==> config.mk <==
export PLATFORM = sky130hd
export DESIGN_NAME = multicycle_ctrl_flat
export DESIGN_NICKNAME = d
export VERILOG_FILES = /design/src/rtl/multicycle_ctrl_pkg.sv /design/src/rtl/multicycle_ctrl_if.sv /design/src/rtl/multicycle_ctrl_cond_logic.sv /design/src/rtl/multicycle_ctrl.sv /design/src/flat_wrapper.sv
export SDC_FILE = /design/constraint.sdc
export NUM_CORES = 1
export LEC_CHECK = 0
export BUFFER_PORTS_ARGS = -buffer_cell sky130_fd_sc_hd__clkbuf_2
export CORE_MARGIN = 3
export CORE_UTILIZATION = 52
export DETAILED_ROUTE_END_ITERATION = 12
export GPL_TIMING_DRIVEN = 0
export PLACE_DENSITY = 0.9
export SLEW_MARGIN = 15
export SYNTH_ARGS = -nofsm -noshare
export SYNTH_HDL_FRONTEND = slang
export SYNTH_SLANG_ARGS = --single-unit
==> constraint.sdc <==
create_clock -name clk -period 3.1 [get_ports clk]
set_input_delay 0.155 -clock clk [delete_from_list [all_inputs] [get_ports clk]]
set_output_delay 0.155 -clock clk [all_outputs]
set_load 0.05 [all_outputs]
==> src/rtl/multicycle_ctrl_pkg.sv <==
// rtl/multicycle_ctrl_pkg.sv - shared types, encodings and helpers for the multicycle controller
package multicycle_ctrl_pkg;

  typedef enum logic [3:0] {
    FETCH, DECODE, MEMADR, MEMRD, MEMWB, MEMWR, EXECR, EXECI, ALUWB, BRANCH
  } state_t;

  localparam logic [1:0] ALU_ADD = 2'b00;
  localparam logic [1:0] ALU_SUB = 2'b01;
  localparam logic [1:0] ALU_AND = 2'b10;
  localparam logic [1:0] ALU_ORR = 2'b11;

  localparam logic [3:0] CMD_ADD = 4'b0100;
  localparam logic [3:0] CMD_SUB = 4'b0010;
  localparam logic [3:0] CMD_AND = 4'b0000;
  localparam logic [3:0] CMD_ORR = 4'b1100;

  localparam logic [1:0] OP_DP   = 2'b00;
  localparam logic [1:0] OP_MEM  = 2'b01;
  localparam logic [1:0] OP_BR   = 2'b10;
  localparam logic [1:0] OP_NONE = 2'b11;

  localparam logic [3:0] COND_EQ = 4'b0000;
  localparam logic [3:0] COND_NE = 4'b0001;
  localparam logic [3:0] COND_CS = 4'b0010;
  localparam logic [3:0] COND_CC = 4'b0011;
  localparam logic [3:0] COND_MI = 4'b0100;
  localparam logic [3:0] COND_PL = 4'b0101;
  localparam logic [3:0] COND_VS = 4'b0110;
  localparam logic [3:0] COND_VC = 4'b0111;
  localparam logic [3:0] COND_HI = 4'b1000;
  localparam logic [3:0] COND_LS = 4'b1001;
  localparam logic [3:0] COND_GE = 4'b1010;
  localparam logic [3:0] COND_LT = 4'b1011;
  localparam logic [3:0] COND_GT = 4'b1100;
  localparam logic [3:0] COND_LE = 4'b1101;
  localparam logic [3:0] COND_AL = 4'b1110;

  typedef struct packed {
    logic       next_pc;
    logic       branch;
    logic       reg_w;
    logic       mem_w;
    logic       ir_write;
    logic       adr_src;
    logic       alu_op;
    logic [1:0] alu_src_a;
    logic [1:0] alu_src_b;
    logic [1:0] result_src;
  } ctl_t;

  function automatic ctl_t state_ctl(input state_t s);
    ctl_t c;
    c = '0;
    case (s)
      FETCH:  begin c.ir_write = 1'b1; c.next_pc = 1'b1; c.alu_src_a = 2'b01;
                    c.alu_src_b = 2'b10; c.result_src = 2'b10; end
      DECODE: begin c.alu_src_a = 2'b01; c.alu_src_b = 2'b10; c.result_src = 2'b10; end
      MEMADR: begin c.alu_src_a = 2'b00; c.alu_src_b = 2'b01; end
      MEMRD:  c.adr_src = 1'b1;
      MEMWB:  begin c.result_src = 2'b01; c.reg_w = 1'b1; end
      MEMWR:  begin c.adr_src = 1'b1; c.mem_w = 1'b1; end
      EXECR:  begin c.alu_src_a = 2'b00; c.alu_src_b = 2'b00; c.alu_op = 1'b1; end
      EXECI:  begin c.alu_src_a = 2'b00; c.alu_src_b = 2'b01; c.alu_op = 1'b1; end
      ALUWB:  begin c.result_src = 2'b00; c.reg_w = 1'b1; end
      BRANCH: begin c.alu_src_a = 2'b10; c.alu_src_b = 2'b01; c.result_src = 2'b10;
                    c.branch = 1'b1; end
      default: ;
    endcase
    return c;
  endfunction

  // Flags are packed {N,Z,C,V}; the 1111 encoding never executes.
  function automatic logic cond_holds(input logic [3:0] cond, input logic [3:0] f);
    logic n, z, c, v, r;
    {n, z, c, v} = f;
    case (cond)
      COND_EQ: r = z;
      COND_NE: r = ~z;
      COND_CS: r = c;
      COND_CC: r = ~c;
      COND_MI: r = n;
      COND_PL: r = ~n;
      COND_VS: r = v;
      COND_VC: r = ~v;
      COND_HI: r = c & ~z;
      COND_LS: r = ~c | z;
      COND_GE: r = (n == v);
      COND_LT: r = (n != v);
      COND_GT: r = ~z & (n == v);
      COND_LE: r = z | (n != v);
      COND_AL: r = 1'b1;
      default: r = 1'b0;
    endcase
    return r;
  endfunction

endpackage

==> src/rtl/multicycle_ctrl_if.sv <==
// rtl/multicycle_ctrl_if.sv - instruction fields in, datapath controls out
interface multicycle_ctrl_if;
  logic [3:0] Cond;
  logic [1:0] Op;
  logic [5:0] Funct;
  logic [3:0] Rd;
  logic [3:0] ALUFlags;
  logic       PCWrite, MemWrite, RegWrite, IRWrite, AdrSrc;
  logic [1:0] RegSrc, ALUSrcA, ALUSrcB, ResultSrc, ImmSrc, ALUControl;

  modport master (
    output Cond, Op, Funct, Rd, ALUFlags,
    input  PCWrite, MemWrite, RegWrite, IRWrite, AdrSrc,
    input  RegSrc, ALUSrcA, ALUSrcB, ResultSrc, ImmSrc, ALUControl
  );

  modport slave (
    input  Cond, Op, Funct, Rd, ALUFlags,
    output PCWrite, MemWrite, RegWrite, IRWrite, AdrSrc,
    output RegSrc, ALUSrcA, ALUSrcB, ResultSrc, ImmSrc, ALUControl
  );
endinterface

==> src/rtl/multicycle_ctrl_cond_logic.sv <==
// rtl/multicycle_ctrl_cond_logic.sv - flag register, condition evaluation and write gating
module multicycle_ctrl_cond_logic
  import multicycle_ctrl_pkg::*;
#(
  parameter logic [3:0] FLAGS_RESET = 4'b0000
) (
  input  logic       clk,
  input  logic       reset_n,
  input  logic [3:0] cond,
  input  logic [3:0] alu_flags,
  input  logic [1:0] flag_w,
  input  logic       capture,
  input  logic       next_pc,
  input  logic       branch,
  input  logic       reg_w,
  input  logic       mem_w,
  input  logic       rd_is_pc,
  input  logic       op_is_dp,
  output logic       pc_write,
  output logic       reg_write,
  output logic       mem_write
);

  logic [3:0] flags_q;
  logic       cond_ex_q;
  logic       pcs;

  // cond_ex_q freezes the decision at DECODE so flag updates from EXEC cannot
  // retroactively change this instruction's own writes.
  always_ff @(posedge clk or negedge reset_n) begin
    if (!reset_n) begin
      flags_q   <= FLAGS_RESET;
      cond_ex_q <= 1'b0;
    end else begin
      if (capture)
        cond_ex_q <= cond_holds(cond, flags_q);
      if (flag_w[1] & cond_ex_q)
        flags_q[3:2] <= alu_flags[3:2];
      if (flag_w[0] & cond_ex_q)
        flags_q[1:0] <= alu_flags[1:0];
    end
  end

  assign pcs       = branch | (reg_w & rd_is_pc);
  assign pc_write  = reset_n & (next_pc | (pcs & cond_ex_q));
  assign reg_write = reset_n & reg_w & cond_ex_q & ~(rd_is_pc & op_is_dp);
  assign mem_write = reset_n & mem_w & cond_ex_q;

endmodule

==> src/rtl/multicycle_ctrl.sv <==
// rtl/multicycle_ctrl.sv - multicycle ARM-subset controller: FSM, ALU decode, condition unit
module multicycle_ctrl
  import multicycle_ctrl_pkg::*;
#(
  parameter logic [3:0] FLAGS_RESET = 4'b0000
) (
  input  logic clk,
  input  logic reset_n,
  multicycle_ctrl_if.slave bus
);

  state_t     state, state_nxt;
  ctl_t       ctl;
  logic [1:0] alu_dec;
  logic       cmd_known, cmd_addsub;
  logic [1:0] flag_w;
  logic       pc_write, reg_write, mem_write;

  function automatic state_t next_state(input state_t s, input logic [1:0] op,
                                        input logic [5:0] funct);
    state_t n;
    n = FETCH;
    case (s)
      FETCH:  n = DECODE;
      DECODE: case (op)
                OP_MEM:  n = MEMADR;
                OP_DP:   n = funct[5] ? EXECI : EXECR;
                OP_BR:   n = BRANCH;
                default: n = FETCH;
              endcase
      MEMADR: n = funct[0] ? MEMRD : MEMWR;
      MEMRD:  n = MEMWB;
      EXECR:  n = ALUWB;
      EXECI:  n = ALUWB;
      default: n = FETCH;
    endcase
    return n;
  endfunction

  assign state_nxt = next_state(state, bus.Op, bus.Funct);

  // Controls are registered alongside the state so they always match it.
  always_ff @(posedge clk or negedge reset_n) begin
    if (!reset_n) begin
      state <= FETCH;
      ctl   <= state_ctl(FETCH);
    end else begin
      state <= state_nxt;
      ctl   <= state_ctl(state_nxt);
    end
  end

  always_comb begin
    alu_dec    = ALU_ADD;
    cmd_known  = 1'b1;
    cmd_addsub = 1'b0;
    case (bus.Funct[4:1])
      CMD_ADD: begin alu_dec = ALU_ADD; cmd_addsub = 1'b1; end
      CMD_SUB: begin alu_dec = ALU_SUB; cmd_addsub = 1'b1; end
      CMD_AND: alu_dec = ALU_AND;
      CMD_ORR: alu_dec = ALU_ORR;
      default: cmd_known = 1'b0;
    endcase
  end

  assign flag_w = {ctl.alu_op & bus.Funct[0] & cmd_known,
                   ctl.alu_op & bus.Funct[0] & cmd_addsub};

  multicycle_ctrl_cond_logic #(.FLAGS_RESET(FLAGS_RESET)) u_cond_logic (
    .clk       (clk),
    .reset_n   (reset_n),
    .cond      (bus.Cond),
    .alu_flags (bus.ALUFlags),
    .flag_w    (flag_w),
    .capture   (state == DECODE),
    .next_pc   (ctl.next_pc),
    .branch    (ctl.branch),
    .reg_w     (ctl.reg_w),
    .mem_w     (ctl.mem_w),
    .rd_is_pc  (bus.Rd == 4'b1111),
    .op_is_dp  (bus.Op == OP_DP),
    .pc_write  (pc_write),
    .reg_write (reg_write),
    .mem_write (mem_write)
  );

  assign bus.PCWrite    = pc_write;
  assign bus.MemWrite   = mem_write;
  assign bus.RegWrite   = reg_write;
  assign bus.IRWrite    = ctl.ir_write & reset_n;
  assign bus.AdrSrc     = ctl.adr_src;
  assign bus.ALUSrcA    = ctl.alu_src_a;
  assign bus.ALUSrcB    = ctl.alu_src_b;
  assign bus.ResultSrc  = ctl.result_src;
  assign bus.ALUControl = ctl.alu_op ? alu_dec : ALU_ADD;
  assign bus.ImmSrc     = bus.Op;
  assign bus.RegSrc     = {bus.Op == OP_MEM, bus.Op == OP_BR};

endmodule

==> src/flat_wrapper.sv <==
// flat-port wrapper written by rule: the top's interface ports become plain ports
module multicycle_ctrl_flat import multicycle_ctrl_pkg::*;
#(
  parameter logic [3:0] FLAGS_RESET = 4'b0000
)
  (clk, reset_n, bus_Cond, bus_Op, bus_Funct, bus_Rd, bus_ALUFlags, bus_PCWrite, bus_MemWrite, bus_RegWrite, bus_IRWrite, bus_AdrSrc, bus_RegSrc, bus_ALUSrcA, bus_ALUSrcB, bus_ResultSrc, bus_ImmSrc, bus_ALUControl);
  multicycle_ctrl_if bus_i ();
  input  logic clk;
  input  logic reset_n;
  input wire logic [$bits(bus_i.Cond)-1:0] bus_Cond;
  input wire logic [$bits(bus_i.Op)-1:0] bus_Op;
  input wire logic [$bits(bus_i.Funct)-1:0] bus_Funct;
  input wire logic [$bits(bus_i.Rd)-1:0] bus_Rd;
  input wire logic [$bits(bus_i.ALUFlags)-1:0] bus_ALUFlags;
  output wire logic [$bits(bus_i.PCWrite)-1:0] bus_PCWrite;
  output wire logic [$bits(bus_i.MemWrite)-1:0] bus_MemWrite;
  output wire logic [$bits(bus_i.RegWrite)-1:0] bus_RegWrite;
  output wire logic [$bits(bus_i.IRWrite)-1:0] bus_IRWrite;
  output wire logic [$bits(bus_i.AdrSrc)-1:0] bus_AdrSrc;
  output wire logic [$bits(bus_i.RegSrc)-1:0] bus_RegSrc;
  output wire logic [$bits(bus_i.ALUSrcA)-1:0] bus_ALUSrcA;
  output wire logic [$bits(bus_i.ALUSrcB)-1:0] bus_ALUSrcB;
  output wire logic [$bits(bus_i.ResultSrc)-1:0] bus_ResultSrc;
  output wire logic [$bits(bus_i.ImmSrc)-1:0] bus_ImmSrc;
  output wire logic [$bits(bus_i.ALUControl)-1:0] bus_ALUControl;
  assign bus_i.Cond = bus_Cond;
  assign bus_i.Op = bus_Op;
  assign bus_i.Funct = bus_Funct;
  assign bus_i.Rd = bus_Rd;
  assign bus_i.ALUFlags = bus_ALUFlags;
  assign bus_PCWrite = bus_i.PCWrite;
  assign bus_MemWrite = bus_i.MemWrite;
  assign bus_RegWrite = bus_i.RegWrite;
  assign bus_IRWrite = bus_i.IRWrite;
  assign bus_AdrSrc = bus_i.AdrSrc;
  assign bus_RegSrc = bus_i.RegSrc;
  assign bus_ALUSrcA = bus_i.ALUSrcA;
  assign bus_ALUSrcB = bus_i.ALUSrcB;
  assign bus_ResultSrc = bus_i.ResultSrc;
  assign bus_ImmSrc = bus_i.ImmSrc;
  assign bus_ALUControl = bus_i.ALUControl;
  multicycle_ctrl #(.FLAGS_RESET(FLAGS_RESET)) u_core (.clk(clk), .reset_n(reset_n), .bus(bus_i));
endmodule
==> impl_metrics.toml, run 1 <==
[power]
p_per_area_nw_per_um2 = 801
irDropWorstVdd_v = 0.000545
leakagePower_nw = 0.724
totalPowerFinal_mw = 1.10

[placed_design]
placed_cell_area_um2 = 1330
gp_congestion = 0.820
dp.cells = 178
port_buffers = 37
place_hpwl_um = 1710

[timing]
hold_violations = 0
slew_headroom = 0.643
maxSlewViolCount = 0
rsz0062_at_grt = "no"
setup_viol = 0
clock_skew_ns = 0.00390
tns_ns = 0
hold_slack_ns = 0.0910
worst_slew_pin_slew_ns = 0.535
fin_crit_sh = 0.611
fin_crit_ns = 1.89
max_freq_mhz = 528

[grt]
grt_max_degree = 25
grt_overflow = 0
antenna_found_initial = 0
grt_usage = 0.180
grt_pass1_vias = 893
grt_pass1_wl_um = 3680

[cts]
cts_resized = 0
root_buffer = "clkbuf_4"
cts_buffers = 3
ctsHoldBuffers = 1
clkSlewWorstSetupHoldPaths_ns = 0.10
cts.sinks = 20
insertion_delay_ns = 0.29
post_cts_buffers = 0
htree_levels = 1
cts_tree = "yes"
cts_buffer_depth = 2

[synthesis]
post_synth.cell_area_avg_um2 = 9.78
synth_edf_count = 0
synth.top_cell.area_share = 0.382
synth_top_area_cell = "dfrtp_1"
synthArstFlopShare = 1.00
yosys_warnings = 0
yosysUniqueCellTypes = 43
syn_inst = 114
syn_nets = 136
ys_seq_elements = 20
yosysSeqAreaShare = 0.452
synth_ff_type = "dfrtp_1"
synth_area_um2 = 1110
yosys-top-cells-area = "dfrtp_1, dfstp_2, buf_4"

[drt]
dr_total_vias = 970
vias_per_cell = 5.30
first_pass_iters = 4
antenna_left = 0
drcViolationCount = 0
routed_wl_um = 2280
post_drt_wl_per_cell_um = 12.5
drtIter0Drc = 32

[setup_path]
cp-start-kind = "input pin"
critPathKind = "in -> out"
cp.arrival_ns = 1.74
crit_path_max_fanout = 24
end_kind = "output port"
required_ns = 2.94

[min_path]
hp-class = "in -> reg"

[final_layout]
multi_input_area_um2 = 519
drive_gt1_frac = 0.417
postLayoutCellArea_um2 = 1380
syn_to_final_growth_pct = 23.8
regArea_um2 = 504
n_antenna_cell = 0
fillers = 158
stdcell_count = 183
nets = 179

[die]
die_h_um = 52.3
fp-row-count = 16
dieArea_um2 = 2740
core_area_um2 = 2000
die_w_um = 52.3
io_pins = 39
initial_core_util = 0.557

[outcome]
outcome = "completed"

[run]
cap_violations = 0
[critical path, cell delays in order]
cell and delay [ns]:
dlygate4sd3_1 0.52, clkbuf_2 0.44, and2_1 0.22, o21bai_1 0.11, clkbuf_2 0.29
[report_power, final]
group / total (mW) / switching [mW] / internal, mW / leakage (nW)
registers: 0.430 / 0.0716 / 0.359 / 0.259
clock network: 0.146 / 0.0745 / 0.0715 / 0.0210
logic: 0.529 / 0.331 / 0.197 / 0.444
[cell usage after synthesis (all sizes together), types with 2 or more instances]
library cell,number
nor2b,4
and2,2
buf,9
inv,6
mux2,5
o21ai,2
nand3,3
nor3,5
nor2,12
mux2i,2
nand2b,2
dfrtp,17
nor3b,2
dfstp,3
a21oi,6
and3,3
o21bai,3
xnor2,3
nand2,5
[cells in the final DEF (no fill, tap or decap), drive strengths merged, types with 2 or more instances in the layout]
cell    count
a21oi       6
and2        2
and3        3
buf         9
clkbuf     42
dfrtp      17
dfstp       3
inv         6
mux2        5
mux2i       2
nand2       5
nand2b      2
nand3       3
nor2       12
nor2b       4
nor3        5
nor3b       2
o21ai       2
o21bai      3
xnor2       3
[cells by family (layout without fill, tap and decap cells)]
kind of cell,after synthesis,after routing,synth area share
compound gates,20,20,0.125
xor+xnor,4,4,0.0314
buf+inv,16,58,0.0819
flops,20,20,0.452
mux,7,7,0.0685
simple gates,47,47,0.241
[worst paths after layout]
kind	cells past startpoint	end	from	slack, ns
worst max-delay path	5	bus_PCWrite	reset_n	1.21
worst min-delay path	2	u_core.u_cond_logic.flags_q[0]	bus_ALUFlags[0]	0.09
worst max register to register	6	u_core.bus.ALUSrcB[0]	u_core.state[1]	1.40
worst min register to register	1	u_core.ctl[10]	u_core.state[3]	0.57
max in group asynchronous	2	u_core.ctl[12]	reset_n	2.38
min in group asynchronous	2	u_core.ctl[11]	reset_n	0.35
[flip-flops by register name, summed over array words and instances, names as in the netlist]
signal                         flops
u_core.state                       4
u_core.u_cond_logic.flags_q        4
u_core.bus.ALUSrcA                 2
u_core.bus.ALUSrcB                 1
u_core.u_cond_logic.cond_ex_q      1
u_core.bus.ResultSrc               2
u_core.ctl                         5
u_core.bus.AdrSrc                  1
[routing by layer]
| layer | track usage | vias up | share of wire |
|---|---|---|---|
| met1 | 0.224 | 453 | 0.43 |
| met4 | 0.0638 | 0 | 0.0075 |
| met3 | 0.0342 | 2 | 0.068 |
| li1 | - | 480 | - |
| met2 | 0.310 | 35 | 0.50 |
| met5 | 0 | - | 0 |
[per-stage QoR]
stage               utilization  setup WS (ns)
floorplan                     -           1.47
global placement          0.666           1.50
detailed placement        0.666           1.42
CTS                       0.689           1.17
global route              0.689           1.05
finish                    0.689           1.21
[cell type report]
class                   count  share of cell area
repair buffers             38               0.141
flip-flops and latches     20               0.365
plain buffers              10              0.0499
multi-input cells          78               0.376
clock buffers               4              0.0263
inverters                   6              0.0163
well taps                  27              0.0245
No activity file was read; power rests on OpenSTA's default activity.
==> inputs of run 2 (changes only) <==
- CORE_UTILIZATION: 52 -> 44
- PLACE_DENSITY: 0.9 -> 0.82
- clock period: 3.1 -> 1.7 ns (I/O delays scaled with it)
==> impl_metrics.toml, run 2 (synthesized netlist as in run 1, its figures left out) <==
[cts]
post_cts_buffers = 0
cts_tree = "yes"
root_buffer = "clkbuf_4"
htree_levels = 1
cts_buffer_depth = 2
insertion_delay_ns = 0.30
cts.sinks = 20
clkSlewWorstSetupHoldPaths_ns = 0.11
cts_buffers = 3

[setup_path]
critPathKind = "reg -> reg"
cp-start-kind = "flop"
end_kind = "flop"
cp.arrival_ns = 1.84
required_ns = 1.90
slowest_stage = "or4b_1"
r2r_start = "u_core.state[1]"
setup.worst_path.start = "u_core.state[1]"
cp_cell_sequence = "or4b_1, buf_2, o22ai_4, nor2_2, nand3b_1, nand3_1"
crit_path_max_fanout = 9
crit_path_max_incr_delay_ns = 0.52

[die]
initial_core_util = 0.485
core_area_um2 = 2300
fp-row-count = 17
io_pins = 39
dieArea_um2 = 3170
die_w_um = 56.3
die_h_um = 56.3

[power]
leakagePower_nw = 0.735
totalPowerFinal_mw = 2.06
p_per_area_nw_per_um2 = 1470
irDropWorstVdd_v = 0.000960

[final_layout]
n_antenna_cell = 0
reg.largest.list = "u_core.ctl (5), u_core.state (4), u_core.u_cond_logic.flags_q (4)"
nets = 180
layout_commonest_cell = "clkbuf_2"
syn_to_final_growth_pct = 25.8
regArea_um2 = 505
regMostFlops = "u_core.ctl"
finish.utilization = 0.611
multi_input_area_um2 = 527
final_cell_mix = "clkbuf_2, dfrtp_1, nor2_1"
fillers = 194
drive_gt1_frac = 0.420
largest_register_ffs = 5
stdcell_count = 185

[drt]
drtIter0Drc = 21
drcViolationCount = 0
routed_wl_um = 2500
first_pass_iters = 4
post_drt_wl_per_cell_um = 13.5
vias_per_cell = 5.36
dr_total_vias = 992
antenna_left = 0

[grt]
antenna_found_initial = 0
grt_usage = 0.170
grt_overflow = 0
grt_pass1_wl_um = 4320
grt_max_degree = 18
grt_pass1_vias = 973

[timing]
hold_violations = 0
clock_skew_ns = 0.000549
fin_crit_ns = 1.64
rsz0062_at_grt = "yes"
maxSlewViolCount = 0
worst_slew_pin_slew_ns = 0.739
slew_headroom = 0.507
max_freq_mhz = 608
fin_crit_sh = 0.968
worst_slack_ns = 0.0552
setup_viol = 0

[placed_design]
place_hpwl_um = 1840
gp_congestion = 0.877
dp_slack_ns = 0.0479
dp.cells = 179
port_buffers = 37

[run]
cap_violations = 0

[min_path]
hold_start = "bus_ALUFlags[3]"
hp-class = "in -> reg"

[outcome]
outcome = "completed"
==> run 2: worst paths after layout <==
path / endpoint / slack [ns] / depth (start not counted)
setup / recovery: u_core.bus.ALUSrcB[0] / 0.06 / 6
hold / removal: u_core.u_cond_logic.flags_q[3] / 0.004 / 2
setup reg to reg: u_core.bus.ALUSrcB[0] / 0.06 / 6
hold reg to reg: u_core.bus.AdrSrc / 0.59 / 1
max in group asynchronous: u_core.state[1] / 0.51 / 3
min in group asynchronous: u_core.bus.ALUSrcA[0] / 0.35 / 2
==> run 2: layout make-up <==
class,count,area share
buffer,10,0.0491
clock buffer,4,0.0259
inverter,6,0.0161
multi-input combinational,78,0.376
sequential,20,0.360
tap,28,0.0250
timing repair buffer,39,0.148
==> run 2: power breakdown <==
group          switching [mW]  internal [mW]  total, mW
combinational           0.615          0.367      0.982
sequential              0.142          0.656      0.798
clock                   0.147          0.131      0.278
total                   0.903           1.15       2.06
==> run 2: timing repair <==
action                                 in CTS  in global routing
hold buffers                                2                  0
setup endpoints to repair                   0                 13
endpoints found under the hold margin      17                  0
resized for setup                           0                  3
==> run 2: metal layers <==
layer,share of wire,GRT usage
met1,0.40,0.193
met2,0.53,0.314
met3,0.051,0.0230
met4,0.015,0.0712
met5,0,0
==> run 2: stage by stage <==
stage | hold slack [ns] | area, um^2 | TNS (ns)
after floorplan | -0.211 | 1110 | 0
after global placement | 0.0699 | 1340 | 0
after detailed placement | 0.0775 | 1340 | 0
after CTS | 0.00540 | 1390 | 0
after global routing | 0.0151 | 1400 | -0.0248
final | 0.00354 | 1400 | 0
==> run 2: critical path, delay by kind of cell (launching register included) <==
| kind | cells | cell delay [ns] |
|---|---|---|
| and+or+nand+nor | 4 | 0.74 |
| DFF | 1 | 0.47 |
| buffers and inverters | 1 | 0.18 |
| AOI/OAI and AO/OA | 1 | 0.14 |
